## config.mk

```make
export PLATFORM = sky130hd
export DESIGN_NAME = shift_deser_32
export DESIGN_NICKNAME = d
export VERILOG_FILES = /design/src/rtl/shift_deser_32_pkg.sv /design/src/rtl/shift_deser_32_hold_reg.sv /design/src/rtl/shift_deser_32.sv
export SDC_FILE = /design/constraint.sdc
export NUM_CORES = 1
export LEC_CHECK = 0
export ABC_AREA = 1
export BUFFER_PORTS_ARGS = -buffer_cell sky130_fd_sc_hd__clkbuf_2
export CELL_PAD_IN_SITES_DETAIL_PLACEMENT = 1
export CELL_PAD_IN_SITES_GLOBAL_PLACEMENT = 1
export CORE_ASPECT_RATIO = 1.2
export CORE_MARGIN = 1
export CORE_UTILIZATION = 46
export CTS_CLUSTER_DIAMETER = 30
export DETAILED_ROUTE_END_ITERATION = 16
export PLACE_DENSITY_LB_ADDON = 0.1
export SYNTH_ARGS = -nofsm -noshare
export SYNTH_HDL_FRONTEND = slang
export SYNTH_SLANG_ARGS = --single-unit
```

## constraint.sdc

```tcl
create_clock -name clk -period 3.9 [get_ports clk]
set_input_delay 0.39 -clock clk [delete_from_list [all_inputs] [get_ports clk]]
set_output_delay 0.39 -clock clk [all_outputs]
set_load 0.03 [all_outputs]
```

## src/rtl/shift_deser_32_pkg.sv

```systemverilog
// Shared definitions for the 32-bit shift-register deserializer.
package shift_deser_32_pkg;

    localparam int SHIFT_WIDTH = 32;
    localparam int SHIFT_CNT_W = $clog2(SHIFT_WIDTH) + 1;

    typedef enum logic {
        ST_IDLE = 1'b0,
        ST_RECV = 1'b1
    } state_t;

endpackage

```

## src/rtl/shift_deser_32_hold_reg.sv

```systemverilog
// One-entry valid/ready holding register; a word arriving while the entry is
// full and not being read is dropped and flagged as a sticky overrun.
module shift_hold_reg #(
    parameter int WIDTH = 32
) (
    input  logic             clk,
    input  logic             clear,
    input  logic             start,
    input  logic             load,
    input  logic [WIDTH-1:0] din,
    input  logic             pdata_ready,
    output logic [WIDTH-1:0] dout,
    output logic             valid,
    output logic             overrun
);

    logic pop;

    assign pop = valid & pdata_ready;

    // A load wins over a pop in the same cycle, so back-to-back words stream through.
    always_ff @(posedge clk or negedge clear) begin
        if (!clear) begin
            dout    <= '0;
            valid   <= 1'b0;
            overrun <= 1'b0;
        end else begin
            if (load && (!valid || pop)) begin
                dout  <= din;
                valid <= 1'b1;
            end else if (pop) begin
                valid <= 1'b0;
            end

            if (start) begin
                overrun <= 1'b0;
            end else if (load && valid && !pdata_ready) begin
                overrun <= 1'b1;
            end
        end
    end

endmodule

```

## src/rtl/shift_deser_32.sv

```systemverilog
// Serial-to-parallel receiver: rebuilds WIDTH-bit words from a bit stream,
// MSB- or LSB-first, and hands them off through a one-entry holding register.
module shift_deser_32
    import shift_deser_32_pkg::*;
#(
    parameter int WIDTH = SHIFT_WIDTH,
    parameter int CNT_W = SHIFT_CNT_W
) (
    input  logic             clk,
    input  logic             clear,
    input  logic             start,
    input  logic             stop,
    input  logic             msb_first,
    input  logic             sin,
    input  logic             sin_valid,
    output logic [WIDTH-1:0] pdata_out,
    output logic             pdata_valid,
    input  logic             pdata_ready,
    output logic             busy,
    output logic [CNT_W-1:0] bit_cnt,
    output logic             overrun
);

    state_t           state;
    state_t           state_nxt;
    logic [WIDTH-1:0] sreg;
    logic [WIDTH-1:0] sreg_base;
    logic [WIDTH-1:0] sreg_nxt;
    logic [CNT_W-1:0] cnt_base;
    logic             msb_lat;
    logic             dir;
    logic             take;
    logic             complete;

    // A start cycle begins from an empty word, so its own bit lands as bit 0.
    always_comb begin
        state_nxt = state;
        if (start) begin
            state_nxt = ST_RECV;
        end else if (stop && (state == ST_RECV)) begin
            state_nxt = ST_IDLE;
        end

        take      = sin_valid && (start || ((state == ST_RECV) && !stop));
        dir       = start ? msb_first : msb_lat;
        sreg_base = start ? '0 : sreg;
        cnt_base  = start ? '0 : bit_cnt;
        sreg_nxt  = dir ? {sreg_base[WIDTH-2:0], sin} : {sin, sreg_base[WIDTH-1:1]};
        complete  = take && (cnt_base == CNT_W'(WIDTH - 1));
    end

    always_ff @(posedge clk or negedge clear) begin
        if (!clear) begin
            state   <= ST_IDLE;
            sreg    <= '0;
            bit_cnt <= '0;
            msb_lat <= 1'b0;
        end else begin
            state <= state_nxt;
            if (start) begin
                msb_lat <= msb_first;
            end
            if (take) begin
                sreg    <= sreg_nxt;
                bit_cnt <= complete ? '0 : cnt_base + CNT_W'(1);
            end else if (start || (stop && (state == ST_RECV))) begin
                sreg    <= '0;
                bit_cnt <= '0;
            end
        end
    end

    assign busy = (state == ST_RECV);

    shift_hold_reg #(
        .WIDTH(WIDTH)
    ) u_hold (
        .clk        (clk),
        .clear      (clear),
        .start      (start),
        .load       (complete),
        .din        (sreg_nxt),
        .pdata_ready(pdata_ready),
        .dout       (pdata_out),
        .valid      (pdata_valid),
        .overrun    (overrun)
    );

endmodule

```

### After elaboration in Yosys (flattened, before gate mapping)

Index checks and enable logic that the tools add are counted.

* bitwise logic cells: 1
* $add $sub $neg: 1
* equality and inequality tests: 1
* reductions and logical operators: 17
* multiplexer cells: 15

Operators by type and width (count)
* 2-to-1 mux 32 bit: 4
* 2-to-1 mux 6 bit: 4
* nonzero test 2 bit: 4
* logical AND 1 bit: 7
* 2-to-1 mux 1 bit: 7
* adder 6 x 1 -> 6 bit, second input constant: 1
* == test 6 x 5 -> 1 bit, second input constant: 1
* logical NOT 1 bit: 3
* logical OR 1 bit: 3
* bitwise AND 1 bit: 1

* output and inout port bits: 41
* logic and storage cells: 42
* register bits after elaboration: 74

### Longest topological paths before layout

* depth after elaboration: 9
* mapped depth: 11

### Modules after synthesis

From an unflattened synthesis, not the netlist that was laid out.

* cells, all modules: 434
* area, all modules: 3553.4 sq um

Modules (own cells, without submodules)
* shift_deser_32: times used 1, area an instance 2184.6 sq um, sequential area each 1001.0 sq um, cells an instance 287
* shift_hold_reg: times used 1, area an instance 1368.8 sq um, sequential area each 850.8 sq um, cells an instance 147

### Least setup slack after synthesis

Ideal clock, no wire load.

* path type: reg2reg
* start point: reg bit_cnt[0]
* end point: reg u_hold.dout[10]
* buffers on the path: 2
* data arrival time: 1677 ps
* data required time: 3774 ps
* slack: 2097 ps
* cell stages (with the launch flop): 11
* cell sequence: dfrtp_1 > inv_1 > nor2_1 > ha_1 > nand4_2 > nor2_2 > nand3_2 > buf_6 > buf_6 > nand2_1 > o21ai_2

* cells in the longest elaborated chain, start to end: 4

Ends and longest elaborated chain
* start, declared: RTL line shift_deser_32.sv:20 `output logic [CNT_W-1:0] bit_cnt,`
* start signal, assigned: RTL line shift_deser_32.sv:65 `bit_cnt <= complete ? '0 : cnt_base + CNT_W'(1);`
* 2-to-1 mux 6 bit: RTL line shift_deser_32.sv:47 `cnt_base = start ? '0 : bit_cnt;`
* == test 6 x 5 -> 1 bit: RTL line shift_deser_32.sv:49 `complete = take && (cnt_base == CNT_W'(WIDTH - 1));`
* logical AND 1 bit: RTL line shift_deser_32.sv:49
* logical AND 1 bit: RTL line shift_deser_32_hold_reg.sv:28 `if (load && (!valid || pop)) begin`
* end signal, assigned: RTL line shift_deser_32_hold_reg.sv:29 `dout <= din;`
* end, declared: RTL line shift_deser_32_hold_reg.sv:12 `output logic [WIDTH-1:0] dout,`

No other way between the ends.
A chain may end at the register's enable or synchronous reset.

### Worst setup path after layout

* start point: in start
* end point: reg u_hold.dout[2]

* cells in the longest elaborated chain, start to end: 4

Ends and longest elaborated chain
* start, declared: RTL line shift_deser_32.sv:11 `input logic start,`
* 2-to-1 mux 6 bit / logical OR 1 bit (equally long branches): RTL line shift_deser_32.sv:47, shift_deser_32.sv:44
* == test 6 x 5 -> 1 bit / logical AND 1 bit (equally long branches): RTL line shift_deser_32.sv:49, shift_deser_32.sv:44
* logical AND 1 bit: RTL line shift_deser_32.sv:49
* logical AND 1 bit: RTL line shift_deser_32_hold_reg.sv:28

Parallel ways exist; a longest one is shown, timed or not.

==> flow_metrics.env <==
export IMPL_chipHeight_microns=95.02
export IMPL_synth_area_sq_um=3317
export IMPL_io_buffers=48
export IMPL_pin_count=49
export IMPL_drt_iter0_markers=102
export IMPL_ant_nets=0
export IMPL_layout_common_cells="nand2_1, dfrtp_1, clkbuf_2"
export IMPL_overflow=0
export IMPL_hold_viol=0
export IMPL_r2r_start="bit_cnt[0]"
export IMPL_grt_max_degree=41
export IMPL_p_int_uw=1096
export IMPL_final_common_cell="nand2_1"
export IMPL_seq_area_frac_synth=0.5583
export IMPL_hpwl_mm=5.134
export IMPL_clockRootBuffer="clkbuf_8"
export IMPL_worst_setup_path_end_kind="flip-flop"
export IMPL_tns_ns=0
export IMPL_fmax_mhz=396.8
export IMPL_final_period_utilization=0.6462
export IMPL_cts_resized=0
export IMPL_pwr_share_clk=0.402
export IMPL_startpoint_type="input pin"
export IMPL_ir_worst_vdd_mv=0.2588
export IMPL_ys_seq_elements=74
export IMPL_cts_buffers_inserted=9
export IMPL_drive_above_1_share=0.2341
export IMPL_synth_cells=361
export IMPL_yosys_area_top_type="dfrtp_1"
export IMPL_rows=33
export IMPL_slew_violations=0
export IMPL_totalWireLength_mm=7.552
export IMPL_p_leak_uw=0.001795
export IMPL_status="finished clean"
export IMPL_cts_max_path_buffers=2
export IMPL_cp_data_required_time_ns=4.12
export IMPL_final_nets=415
export IMPL_grt_pass1_wl_mm=13.16
export IMPL_stdcell_count=497
export IMPL_antenna_cells=0
export IMPL_worstSetupPathType="in2reg"
export IMPL_core_area_sq_um=6895
export IMPL_syn_num_nets=370
export IMPL_drcViolationCount=0
export IMPL_clk_pin_slew_ns=0.07
export IMPL_dieWidth_microns=79.52
export IMPL_grt_antenna_before_repair=0
export IMPL_track_usage=0.2284
export IMPL_initial_core_util=0.4810
export IMPL_num_vias=2633
export IMPL_area_delta_synth_final_pct=13.84
export IMPL_dp_cells=482
export IMPL_worst_pin_slew_ns=0.8949
export IMPL_hold_buffers=0
export IMPL_switchingPower_uw=345.2
export IMPL_gp_congestion=0.7741
export IMPL_pwr_share_comb=0.058
export IMPL_synth_area_leaders="dfrtp_1, nand2_1, o21ai_2"
export IMPL_cts_sinks=74
export IMPL_yosysUniqueCellTypes=26
export IMPL_crit_fanout=34
export IMPL_postCtsSetupBuffers=0
export IMPL_syn_avg_cell_area_sq_um=9.188
export IMPL_crit_start="start"
export IMPL_dieArea_sq_um=7556
export IMPL_p_per_area_nw_per_um2=381.7
export IMPL_rsz0062_at_grt="false"
export IMPL_synth_top_area_frac=0.5583
export IMPL_utilization=0.5476
export IMPL_htree_levels=3
export IMPL_slew_headroom=0.4034
export IMPL_setup_violations=0
export IMPL_whs_ns=0.1718
export IMPL_routedWlPerCell_microns=15.20
export IMPL_fillers=843
export IMPL_skew_ns=0.007951
export IMPL_grt_pass1_vias=2746
export IMPL_tritoncts="built"
export IMPL_hp_class="in2async"
export IMPL_pwr_share_seq=0.540
export IMPL_drt_pass1_iterations=4
export IMPL_p_sw_frac=0.2395
export IMPL_clk_latency_ns=0.34
export IMPL_vias_per_cell=5.298
export IMPL_yosysWarningCount=0
export IMPL_arrival_ns=2.74
export IMPL_total_power_uw=1441
export IMPL_max_cap_viol_count=0
export IMPL_period_needed_ns=2.520
synthesized netlist by cell type:
cell / number
o31ai_1: 1
nor2_1: 9
a22oi_1: 16
ha_1: 1
xor2_1: 3
o21a_1: 1
o21ai_1: 11
nand2_1: 104
inv_1: 42
nor2_4: 1
buf_2: 7
buf_6: 6
nand4_2: 1
dfrtp_1: 74
o21ai_0: 28
o2bb2ai_1: 1
nand4_1: 1
o22ai_1: 15
nand3_1: 3
nand3_2: 1
a21oi_1: 2
nand2_2: 1
inv_2: 1
o21ai_2: 22
nor2_2: 3
clkbuf_1: 6
registers in the layout, indices dropped and copies added, names as in the netlist:
name            flops
u_hold.dout        32
busy                1
u_hold.valid        1
bit_cnt             6
sreg               32
msb_lat             1
u_hold.overrun      1
critical path, stage by stage:
cell,delay (ns)
clkbuf_2,0.22
inv_2,0.23
nand2_1,0.10
inv_1,0.07
ha_1,0.19
nand4_2,0.16
nor2_2,0.20
nand3_2,0.59
buf_12,0.43
nand2_1,0.10
o21ai_2,0.05
worst paths after layout:
path,to,slack (ns),depth (start not counted)
max,u_hold.dout[2],1.38,11
min,u_hold.dout[5],0.17,1
max reg2reg,u_hold.dout[2],1.42,9
min reg2reg,u_hold.dout[21],0.49,2
max in group asynchronous,sreg[22],2.92,2
min in group clk,u_hold.overrun,0.27,2
power groups by stage:
stage	sequential, uW	clock [uW]	combinational [uW]
2_1_floorplan	795	0	42.5
3_5_place_dp	793	0	85.3
5_1_grt	779	628	93.8
3_3_place_gp	793	0	84.1
6_report	779	580	83.1
4_1_cts	778	590	85.4
layer usage:
layer | share of wire | global-route usage | vias to the layer above
met5 | 0 | 0 | -
met4 | 0.010 | 0.07576 | 0
met3 | 0.034 | 0.04689 | 6
met2 | 0.50 | 0.3796 | 49
met1 | 0.46 | 0.2970 | 1308
li1 | - | - | 1270
per-stage QoR:
step / instance area (sq um) / setup slack, ns
after floorplan: 3317 / 2.097
after CTS: 3776 / 1.349
after global routing: 3776 / 1.145
after global placement: 3591 / 1.141
after detailed placement: 3591 / 1.002
final: 3776 / 1.380
cell families after synthesis:
logic type | count (synthesis) | synth area share
adder cells (fa/ha/maj) | 1 | 0.003772
buffers and inverters | 62 | 0.08638
AND/OR/NAND/NOR | 124 | 0.1520
flip-flops | 74 | 0.5583
XOR/XNOR | 3 | 0.007923
AO/OA/AOI/OAI | 97 | 0.1916
area by class of cell:
class / count / area [sq um] / area share
flip-flops and latches: 74 / 1852 / 0.4904
multi-input cells: 225 / 1179 / 0.3121
repair buffers: 53 / 290.3 / 0.07687
inverters: 43 / 161.4 / 0.04274
clock buffers: 12 / 145.1 / 0.03844
well taps: 87 / 108.9 / 0.02883
clock inverters: 3 / 40.04 / 0.01060
(Power assumes the default switching activity.)
